==> config.mk <==
export PLATFORM = sky130hd
export DESIGN_NAME = bcd_scan_ctrl_flat
export DESIGN_NICKNAME = d
export VERILOG_FILES = /design/src/rtl/bcd_scan_ctrl_if.sv /design/src/rtl/bcd_scan_ctrl.sv /design/src/flat_wrapper.sv
export SDC_FILE = /design/constraint.sdc
export NUM_CORES = 1
export LEC_CHECK = 0
export ABC_AREA = 0
export CAP_MARGIN = 20
export CORE_MARGIN = 1
export CORE_UTILIZATION = 50
export DETAILED_ROUTE_END_ITERATION = 6
export DONT_BUFFER_PORTS = 1
export PLACE_DENSITY = 0.68
export SYNTH_ARGS = -nofsm -noshare
export SYNTH_HDL_FRONTEND = slang
export SYNTH_SLANG_ARGS = --single-unit
export TNS_END_PERCENT = 100
==> constraint.sdc <==
create_clock -name clk -period 2.7 [get_ports clk]
set_input_delay 0.135 -clock clk [delete_from_list [all_inputs] [get_ports clk]]
set_output_delay 0.135 -clock clk [all_outputs]
set_load 0.005 [all_outputs]
==> src/rtl/bcd_scan_ctrl_if.sv <==
`default_nettype none
// ============================================================================
// Module   : bcd_scan_ctrl_if
// Purpose  : Value-source and decoder/driver signals of the BCD scan controller.
// Revision : 1.0
// ============================================================================
interface bcd_scan_ctrl_if #(
  parameter int NDIG = 4
);
  logic              run;
  logic              load;
  logic [4*NDIG-1:0] bcd_in;
  logic              dec_e;
  logic              dec_a;
  logic              dec_b;
  logic              dec_c;
  logic              dec_d;
  logic [NDIG-1:0]   dig_sel;
  logic              frame_done;
  logic              busy;
  logic              err;

  modport master (
    output run, load, bcd_in,
    input  dec_e, dec_a, dec_b, dec_c, dec_d, dig_sel, frame_done, busy, err
  );

  modport slave (
    input  run, load, bcd_in,
    output dec_e, dec_a, dec_b, dec_c, dec_d, dig_sel, frame_done, busy, err
  );
endinterface
`default_nettype wire

==> src/rtl/bcd_scan_ctrl.sv <==
`default_nettype none
// ============================================================================
// Module   : bcd_scan_ctrl
// Purpose  : Scans NDIG double-buffered BCD digits onto one shared decoder.
// Revision : 1.0
// ============================================================================
module bcd_scan_ctrl #(
  parameter int NDIG      = 4,
  parameter int PRESCALE  = 1000,
  parameter int BLANK_CYC = 2,
  parameter bit E_ACTIVE  = 1'b0
) (
  input  logic            clk,
  input  logic            rst,
  bcd_scan_ctrl_if.slave  bus
);

  localparam int C_PRE_W   = $clog2(PRESCALE);
  localparam int C_BLK_W   = $clog2(BLANK_CYC);
  localparam int C_MAX_W   = (C_PRE_W > C_BLK_W) ? C_PRE_W : C_BLK_W;
  localparam int C_CNT_W   = (C_MAX_W < 1) ? 1 : C_MAX_W;
  localparam int C_IDX_W   = $clog2(NDIG);
  localparam int C_VAL_W   = 4 * NDIG;

  localparam logic [C_CNT_W-1:0] C_PRE_LAST = C_CNT_W'(PRESCALE - 1);
  localparam logic [C_CNT_W-1:0] C_BLK_LAST = C_CNT_W'(BLANK_CYC - 1);
  localparam logic [C_IDX_W-1:0] C_IDX_LAST = C_IDX_W'(NDIG - 1);
  localparam logic               C_E_ON     = E_ACTIVE;
  localparam logic               C_E_OFF    = ~E_ACTIVE;

  typedef enum logic [1:0] {
    ST_IDLE  = 2'd0,
    ST_BLANK = 2'd1,
    ST_SHOW  = 2'd2
  } state_t;

  state_t               state_q, state_d;
  logic [C_CNT_W-1:0]   cnt_q, cnt_d;
  logic [C_IDX_W-1:0]   idx_q, idx_d;
  logic [C_VAL_W-1:0]   active_q, active_d;
  logic [C_VAL_W-1:0]   pending_q, pending_d;
  logic                 pend_v_q, pend_v_d;
  logic                 dec_e_q, dec_e_d;
  logic [3:0]           abcd_q, abcd_d;
  logic [NDIG-1:0]      dig_sel_q, dig_sel_d;
  logic                 frame_done_q, frame_done_d;
  logic                 busy_q, busy_d;
  logic                 err_q, err_d;

  logic                 frame_end;
  logic [3:0]           digit_d;

  always_ff @(posedge clk or posedge rst) begin
    if (rst) begin
      state_q      <= ST_IDLE;
      cnt_q        <= '0;
      idx_q        <= '0;
      active_q     <= '0;
      pending_q    <= '0;
      pend_v_q     <= 1'b0;
      dec_e_q      <= C_E_OFF;
      abcd_q       <= 4'd0;
      dig_sel_q    <= '0;
      frame_done_q <= 1'b0;
      busy_q       <= 1'b0;
      err_q        <= 1'b0;
    end else begin
      state_q      <= state_d;
      cnt_q        <= cnt_d;
      idx_q        <= idx_d;
      active_q     <= active_d;
      pending_q    <= pending_d;
      pend_v_q     <= pend_v_d;
      dec_e_q      <= dec_e_d;
      abcd_q       <= abcd_d;
      dig_sel_q    <= dig_sel_d;
      frame_done_q <= frame_done_d;
      busy_q       <= busy_d;
      err_q        <= err_d;
    end
  end

  always_comb begin
    state_d      = state_q;
    cnt_d        = cnt_q;
    idx_d        = idx_q;
    active_d     = active_q;
    pending_d    = pending_q;
    pend_v_d     = pend_v_q;
    err_d        = err_q;
    frame_end    = 1'b0;
    dec_e_d      = C_E_OFF;
    abcd_d       = 4'd0;
    dig_sel_d    = '0;
    frame_done_d = 1'b0;
    busy_d       = 1'b0;
    digit_d      = 4'd0;

    case (state_q)
      ST_IDLE: begin
        cnt_d = '0;
        idx_d = '0;
        if (bus.run) begin
          state_d = ST_BLANK;
          if (pend_v_q) begin
            active_d = pending_q;
            pend_v_d = 1'b0;
          end
        end
      end
      ST_BLANK: begin
        if (cnt_q == C_BLK_LAST) begin
          state_d = ST_SHOW;
          cnt_d   = '0;
        end else begin
          cnt_d = cnt_q + 1'b1;
        end
      end
      ST_SHOW: begin
        if (cnt_q == C_PRE_LAST) begin
          cnt_d = '0;
          if (idx_q == C_IDX_LAST) begin
            frame_end = 1'b1;
            idx_d     = '0;
            if (pend_v_q) begin
              active_d = pending_q;
              pend_v_d = 1'b0;
            end
            state_d = bus.run ? ST_BLANK : ST_IDLE;
          end else begin
            idx_d   = idx_q + 1'b1;
            state_d = ST_BLANK;
          end
        end else begin
          cnt_d = cnt_q + 1'b1;
        end
      end
      default: begin
        state_d = ST_IDLE;
        cnt_d   = '0;
        idx_d   = '0;
      end
    endcase

    // A load on the frame boundary goes straight to the next frame's value.
    if (bus.load) begin
      err_d = 1'b0;
      if (frame_end) begin
        active_d = bus.bcd_in;
        pend_v_d = 1'b0;
      end else begin
        pending_d = bus.bcd_in;
        pend_v_d  = 1'b1;
        if (state_q == ST_IDLE) begin
          active_d = bus.bcd_in;
        end
      end
    end

    // Outputs are registered, so they are derived from the next-cycle state.
    digit_d = active_d[{idx_d, 2'b00} +: 4];
    busy_d  = (state_d != ST_IDLE);
    case (state_d)
      ST_BLANK: begin
        abcd_d = digit_d;
      end
      ST_SHOW: begin
        abcd_d = digit_d;
        if (digit_d <= 4'd9) begin
          dec_e_d   = C_E_ON;
          dig_sel_d = {{(NDIG-1){1'b0}}, 1'b1} << idx_d;
        end else if (state_q != ST_SHOW) begin
          err_d = 1'b1;
        end
        frame_done_d = (idx_d == C_IDX_LAST) && (cnt_d == C_PRE_LAST);
      end
      default: begin
        abcd_d = 4'd0;
      end
    endcase
  end

  assign bus.dec_e      = dec_e_q;
  assign bus.dec_a      = abcd_q[3];
  assign bus.dec_b      = abcd_q[2];
  assign bus.dec_c      = abcd_q[1];
  assign bus.dec_d      = abcd_q[0];
  assign bus.dig_sel    = dig_sel_q;
  assign bus.frame_done = frame_done_q;
  assign bus.busy       = busy_q;
  assign bus.err        = err_q;

endmodule
`default_nettype wire
==> src/flat_wrapper.sv <==
// flat-port wrapper written by rule: the top's interface ports become plain ports
module bcd_scan_ctrl_flat 
#(
  parameter int NDIG      = 4,
  parameter int PRESCALE  = 1000,
  parameter int BLANK_CYC = 2,
  parameter bit E_ACTIVE  = 1'b0
)
  (clk, rst, bus_run, bus_load, bus_bcd_in, bus_dec_e, bus_dec_a, bus_dec_b, bus_dec_c, bus_dec_d, bus_dig_sel, bus_frame_done, bus_busy, bus_err);
  bcd_scan_ctrl_if #(.NDIG(NDIG)) bus_i ();
  input  logic clk;
  input  logic rst;
  input wire logic [$bits(bus_i.run)-1:0] bus_run;
  input wire logic [$bits(bus_i.load)-1:0] bus_load;
  input wire logic [$bits(bus_i.bcd_in)-1:0] bus_bcd_in;
  output wire logic [$bits(bus_i.dec_e)-1:0] bus_dec_e;
  output wire logic [$bits(bus_i.dec_a)-1:0] bus_dec_a;
  output wire logic [$bits(bus_i.dec_b)-1:0] bus_dec_b;
  output wire logic [$bits(bus_i.dec_c)-1:0] bus_dec_c;
  output wire logic [$bits(bus_i.dec_d)-1:0] bus_dec_d;
  output wire logic [$bits(bus_i.dig_sel)-1:0] bus_dig_sel;
  output wire logic [$bits(bus_i.frame_done)-1:0] bus_frame_done;
  output wire logic [$bits(bus_i.busy)-1:0] bus_busy;
  output wire logic [$bits(bus_i.err)-1:0] bus_err;
  assign bus_i.run = bus_run;
  assign bus_i.load = bus_load;
  assign bus_i.bcd_in = bus_bcd_in;
  assign bus_dec_e = bus_i.dec_e;
  assign bus_dec_a = bus_i.dec_a;
  assign bus_dec_b = bus_i.dec_b;
  assign bus_dec_c = bus_i.dec_c;
  assign bus_dec_d = bus_i.dec_d;
  assign bus_dig_sel = bus_i.dig_sel;
  assign bus_frame_done = bus_i.frame_done;
  assign bus_busy = bus_i.busy;
  assign bus_err = bus_i.err;
  bcd_scan_ctrl #(.NDIG(NDIG), .PRESCALE(PRESCALE), .BLANK_CYC(BLANK_CYC), .E_ACTIVE(E_ACTIVE)) u_core (.clk(clk), .rst(rst), .bus(bus_i));
endmodule
==> Word level (Yosys, flattened, before mapping) <==
Cells that the tools add are included.
{ "word_totals": {"wordCells": 77, "memories": 0, "ramBits": 0, "ff_bits": 59, "in_bits": 20, "rom_bits": 0, "latch_bits": 0, "output_inout_bits": 12} }
{ "classes": {"shifts": 2, "order_cmp": 1, "n_bitwise": 1, "n_eq_ne": 13, "n_mul": 0, "muxes": 39, "div": 0, "reduce_logical": 7, "n_addsub": 2} }
{ "ops": {"columns": ["op", "n"], "rows": [
  ["$mux 16", 7],
  ["$pmux 16 s2", 1],
  ["$eq 10x10->1 const B", 2],
  ["$mux 10", 2],
  ["$pmux 10 s2", 1],
  ["$mux 1", 16],
  ["$shiftx 16x5->4", 1],
  ["$mux 2", 6],
  ["$mux 4", 3],
  ["$add 10x1->10 const B", 1],
  ["$eq 10x1->1 const B", 1],
  ["$eq 2x2->1 const B", 4],
  ["$ne 3x2->1 const B", 2],
  ["$pmux 2 s3", 1],
  ["$eq 2x1->1 const B", 2],
  ["$le 4x4->1 const B", 1],
  ["$pmux 2 s2", 1],
  ["$reduce_and 4->1", 1],
  ["$shl 1x2->4 const A", 1],
  ["$ne 3x3->1 const B", 1],
  ["$reduce_bool 3->1", 1],
  ["$add 2x1->2 const B", 1],
  ["$logic_not 2->1", 1],
  ["$ne 2x2->1 const B", 1],
  ["other kinds (6)", 6]
]} }

==> Depth between registers and ports, before layout <==
{ "logic_depth": {"word_depth": 11, "mapped_depth": 13, "ltp_nobuf": 12} }

==> Least setup slack after synthesis <==
OpenSTA, ideal clock, no wires.
{ "synth_path": {"path_kind": "register to register", "start": "reg u_core.state_q[0]", "end": "reg u_core.err_q, in the netlist u_core.bus.err", "path_buffers": 1, "period_less_slack_ps": 2752, "setup_ps": 122, "t_required_ps": 2578, "path_stages_with_launch": 12, "setup_slack_ps": -52, "t_arrival_ps": 2630, "path_cell_list": "dfrtp_1 inv_1 ha_1 buf_2 clkinv_1 nor3_1 a211oi_4 a21boi_0 o22ai_1 a311oi_2 a211oi_2 a32o_1"} }
{ "synth_via": {"elab_chain_cells": 9, "word_cells_on_any_way": 20, "classes_between": "order compare (1); eq/ne (4); shift (1); mux (13); reduce/logical (1)"} }
{ "synth_rtl": {"columns": ["element", "line_no", "rtl"], "rows": [
  ["from (decl)", "bcd_scan_ctrl.sv:37", "state_t state_q, state_d;"],
  ["from (signal assigned)", "bcd_scan_ctrl.sv:68", "state_q <= state_d;"],
  ["$eq 2x2->1 or $logic_not 2->1 (tied branches)", "bcd_scan_ctrl.sv:99, bcd_scan_ctrl.sv:154", null],
  ["$pmux 16 s2", "bcd_scan_ctrl.sv:99", "case (state_q)"],
  ["$mux 16", "bcd_scan_ctrl.sv:154", "if (state_q == ST_IDLE) begin"],
  ["$mux 16", "bcd_scan_ctrl.sv:148", "if (frame_end) begin"],
  ["$mux 16", "bcd_scan_ctrl.sv:146", "if (bus.load) begin"],
  ["$shiftx 16x5->4", "bcd_scan_ctrl.sv:161", "digit_d = active_d[{idx_d, 2'b00} +: 4];"],
  ["$le 4x4->1", "bcd_scan_ctrl.sv:169", "if (digit_d <= 4'd9) begin"],
  ["$mux 1", "bcd_scan_ctrl.sv:169", null],
  ["$mux 1 (*)", "bcd_scan_ctrl.sv:163", "case (state_d)"],
  ["named net u_core.err_d", "bcd_scan_ctrl.sv:48", "logic err_q, err_d;"],
  ["to (signal assigned)", "bcd_scan_ctrl.sv:79", "err_q <= err_d;"],
  ["to (decl)", "bcd_scan_ctrl.sv:48", null]
]} }
The timed path passes the listed nets; every way through them passes the cells marked *.
A chain may end at the register's enable or synchronous reset.

==> Final worst setup path <==
{ "layout_path": {"start": "reg u_core.cnt_q[3]", "end": "reg u_core.dec_e_q, in the netlist u_core.bus.dec_e"} }
{ "layout_via": {"elab_chain_cells": 10, "word_cells_on_any_way": 19, "classes_between": "order compare (1); eq/ne (3); shift (1); mux (14)"} }
{ "layout_rtl": {"columns": ["element", "line_no", "rtl"], "rows": [
  ["from (decl)", "bcd_scan_ctrl.sv:38", "logic [C_CNT_W-1:0] cnt_q, cnt_d;"],
  ["from (signal assigned)", "bcd_scan_ctrl.sv:69", "cnt_q <= cnt_d;"],
  ["$eq 10x10->1", "bcd_scan_ctrl.sv:120", "if (cnt_q == C_PRE_LAST) begin"],
  ["$mux 16", "bcd_scan_ctrl.sv:120", null],
  ["$pmux 16 s2", "bcd_scan_ctrl.sv:99", null],
  ["$mux 16", "bcd_scan_ctrl.sv:154", null],
  ["$mux 16", "bcd_scan_ctrl.sv:148", null],
  ["$mux 16", "bcd_scan_ctrl.sv:146", null],
  ["$shiftx 16x5->4", "bcd_scan_ctrl.sv:161", null],
  ["$le 4x4->1", "bcd_scan_ctrl.sv:169", null],
  ["$mux 1", "bcd_scan_ctrl.sv:169", null],
  ["$mux 1 (*)", "bcd_scan_ctrl.sv:163", null],
  ["named net u_core.dec_e_d", "bcd_scan_ctrl.sv:43", "logic dec_e_q, dec_e_d;"],
  ["to (signal assigned)", "bcd_scan_ctrl.sv:61", "dec_e_q <= C_E_OFF;"],
  ["to (signal assigned)", "bcd_scan_ctrl.sv:74", "dec_e_q <= dec_e_d;"],
  ["to (decl)", "bcd_scan_ctrl.sv:43", null]
]} }
Marked as above.

==> flow_summary.json <==
{
  "outcome": "finished with violations",
  "violations": "design-rule violations, negative setup slack",
  "n_fill_cell": 476,
  "netlist.area_leader.share_pct": 43.0,
  "fin_cells": 500,
  "rsz0062_at_grt": "yes",
  "antenna_left": 0,
  "async_reset_ff_share_pct": 100,
  "powerDensity_mw_per_mm2": 397,
  "p_comb_share_pct": 5.1,
  "finalHoldViolCount": 0,
  "finClkSkew_ps": 8.65,
  "switchingPower_mw": 0.438,
  "endpoint_kind": "register",
  "antenna_found_initial": 0,
  "cts_max_path_buffers": 2,
  "clkPwrFrac_pct": 42.8,
  "hold_start": "bus_bcd_in[8]",
  "maxCapViolations": 0,
  "finalSetupViolCount": 5,
  "reg2reg_slack_ps": -40,
  "diodes": 0,
  "yosysWarnings": 0,
  "dieArea_sq_mm": 0.00708,
  "dr.pass1.iters": 6,
  "avgSynthCellArea_sq_um": 9.72,
  "synthDistinctLibCells": 58,
  "timing.final.crit_period_ps": 2740,
  "hold_class": "in -> reg",
  "synthCells": 347,
  "grt_usage_pct": 27.0,
  "synth_most_common_cell": "dfrtp_1",
  "vias": 3010,
  "clk_latency_ps": 340,
  "totalWireLength_um": 9380,
  "worstPathMaxFanout": 5,
  "gp_congestion": 0.925,
  "min_to": "u_core.active_q[8]",
  "intPower_mw": 1.34,
  "die_h_um": 84.2,
  "r2r_cells": 10,
  "fmax_mhz": 365,
  "cp-start-kind": "register",
  "cp.required_ps": 2980,
  "leakage_nw": 1.91,
  "syn_area_sq_mm": 0.00337,
  "grt_pass1_wl_um": 14800,
  "start_util_pct": 52.5,
  "wl_per_cell_um": 18.8,
  "synth_ff_type": "dfrtp_1",
  "p_seq_share_pct": 52.1,
  "ir_drop_mv": 0.323,
  "netSwitchingFraction_pct": 24.7,
  "ys_ff_latch": 59,
  "path_class": "reg -> reg",
  "grt_pass1_vias": 3055,
  "cts.clk_slew.worst_paths_ps": 70,
  "fp.dieW_um": 84.2,
  "finalMaxSlewViolations": 0,
  "synth.area.top_cells": "dfrtp_1 43%, mux2_2 5.3%, nand2_1 3.9%",
  "ioPinCount": 32,
  "tightest_slew_ps": 758,
  "dp.cells": 460,
  "syn_nets": 376,
  "cts_buffers": 9,
  "grt_max_degree": 60,
  "cts_max_level": 3,
  "drive_gt1_share_pct": 33.8,
  "worstReg2RegEnd": "u_core.bus.dec_e",
  "synth-edff-count": 0,
  "root_buffer": "clkbuf_8",
  "drc_errors": 6,
  "slew_headroom_pct": 49.5,
  "syn_to_final_growth_pct": 32.4,
  "yosysTopAreaCell": "dfrtp_1",
  "coreArea_sq_mm": 0.00642,
  "fin_crit_sh_pct": 101,
  "nets": 447,
  "vias_per_cell": 6.02,
  "grt_overflow": 0,
  "place_hpwl_um": 6160,
  "hold_path_depth": 2,
  "detailedRoute.firstIterationViolations": 214,
  "synth_seq_area_share_pct": 43.8,
  "yosys-top-cells-count": "58 x dfrtp_1, 35 x nand2_1, 31 x nor2_1",
  "io_buffers": 0,
  "arrival_ps": 3020,
  "fin_ws_ps": -40.5,
  "num_rows": 29,
  "tritoncts": "built",
  "clkSinkCount": 59,
  "reg2reg_from": "u_core.cnt_q[3]",
  "holdWs_ps": 16.8
}
## layout by cell type, fill, tap and decap left out, types with 3 or more instances in the layout
cell type      instances
inv_1                 16
nor3_1                 4
dfrtp_1               58
and2_1                 3
a211oi_1               3
and3_2                 3
buf_4                 58
ha_2                   3
nand4_1                3
o211ai_1               5
nand3_1               15
dlygate4sd3_1         17
o221ai_1               4
xor2_1                 6
a32oi_2                4
nand2_1               33
o21ai_0                4
nand2b_1               8
o22ai_2                8
ha_1                   5
a32oi_1                7
mux2_2                16
a21oi_1               11
clkbuf_8              11
o22ai_1                3
a41oi_1                3
nor2_1                31
o22a_1                10
mux2i_1                7
nor3b_1                3
a31oi_1                6
## area by class of cell
type,instances,area (sq um),share of cell area [%]
repair buffers,78,652,14.6
multi-input cells,252,1990,44.4
well taps,77,96.3,2.16
clock inverters,5,37.5,0.840
flip-flops and latches,59,1480,33.1
clock buffers,11,151,3.39
inverters,18,67.6,1.51
## sequential cells by signal, summed over array words and instances (netlist names)
name                   cells
u_core.active_q           16
u_core.pending_q          16
u_core.cnt_q              10
u_core.abcd_q              4
u_core.bus.dig_sel         4
u_core.idx_q               2
u_core.state_q             2
u_core.bus.busy            1
u_core.bus.dec_e           1
u_core.bus.err             1
u_core.bus.frame_done      1
u_core.pend_v_q            1
## logic make-up after synthesis
kind of cell             share of synthesized area [%]
AO/OA/AOI/OAI                                     19.8
XOR/XNOR                                          2.08
adder cells (fa/ha/maj)                           3.34
buffers and inverters                             4.15
flip-flops                                        43.8
multiplexers                                      7.42
AND/OR/NAND/NOR                                   19.4
## metal layers
metal / share of wire (%) / GRT usage [%] / routed length (um) / up-vias
li1: - / - / - / 1424
met1: 46 / 36.0 / 4270 / 1493
met2: 48 / 43.5 / 4510 / 77
met3: 4.2 / 4.82 / 393 / 16
met4: 2.2 / 11.9 / 202 / 0
met5: 0 / 0 / 0 / -
## through the flow
step	TNS, ps	util (%)	worst slack (ps)	power, mW	instance area (sq um)
2_1_floorplan	0	-	4.15	0.987	3370
3_3_place_gp	-40.5	59.4	-40.5	1.01	3820
3_5_place_dp	-185	59.4	-120	1.01	3820
4_1_cts	0	66.5	1.83	1.78	4270
5_1_grt	-592	69.6	-131	1.82	4470
6_report	-127	69.6	-40.5	1.78	4470
## critical path: stages, from the launching register on
cell	delay, ps
dfrtp_1	380
or3b_4	440
o41a_1	500
buf_4	180
a32oi_2	190
o22ai_2	120
o22ai_2	230
a311oi_4	80
a211oi_4	280
buf_6	160
nand2b_1	110
## power by group through the flow
stage | Combinational [mW] | Sequential, mW | Clock (mW)
global route | 0.0998 | 0.926 | 0.799
floorplan | 0.0529 | 0.935 | 0
detailed placement | 0.0681 | 0.940 | 0
CTS | 0.0907 | 0.923 | 0.769
finish | 0.0911 | 0.924 | 0.760
global placement | 0.0668 | 0.940 | 0
## worst max-delay path by stage
stage | from | to | slack, ps
2_1_floorplan | u_core.idx_q[0] | u_core.bus.err | 4
3_3_place_gp | u_core.cnt_q[0] | u_core.bus.err | -40
3_5_place_dp | u_core.cnt_q[0] | u_core.bus.err | -120
4_1_cts | u_core.state_q[0] | u_core.bus.err | 2
5_1_grt | u_core.state_q[0] | u_core.bus.dec_e | -130
6_report | u_core.cnt_q[3] | u_core.bus.dec_e | -40
## repair_timing
action                                  4_1_cts  5_1_grt
setup buffers                                 3        6
gates resized for setup                      16       27
hold endpoints to repair                     84        0
endpoints found under the setup margin        6        8
pin swaps                                    10       12
hold buffers                                 17        0
Note: power is estimated with default switching activity, not from simulation.
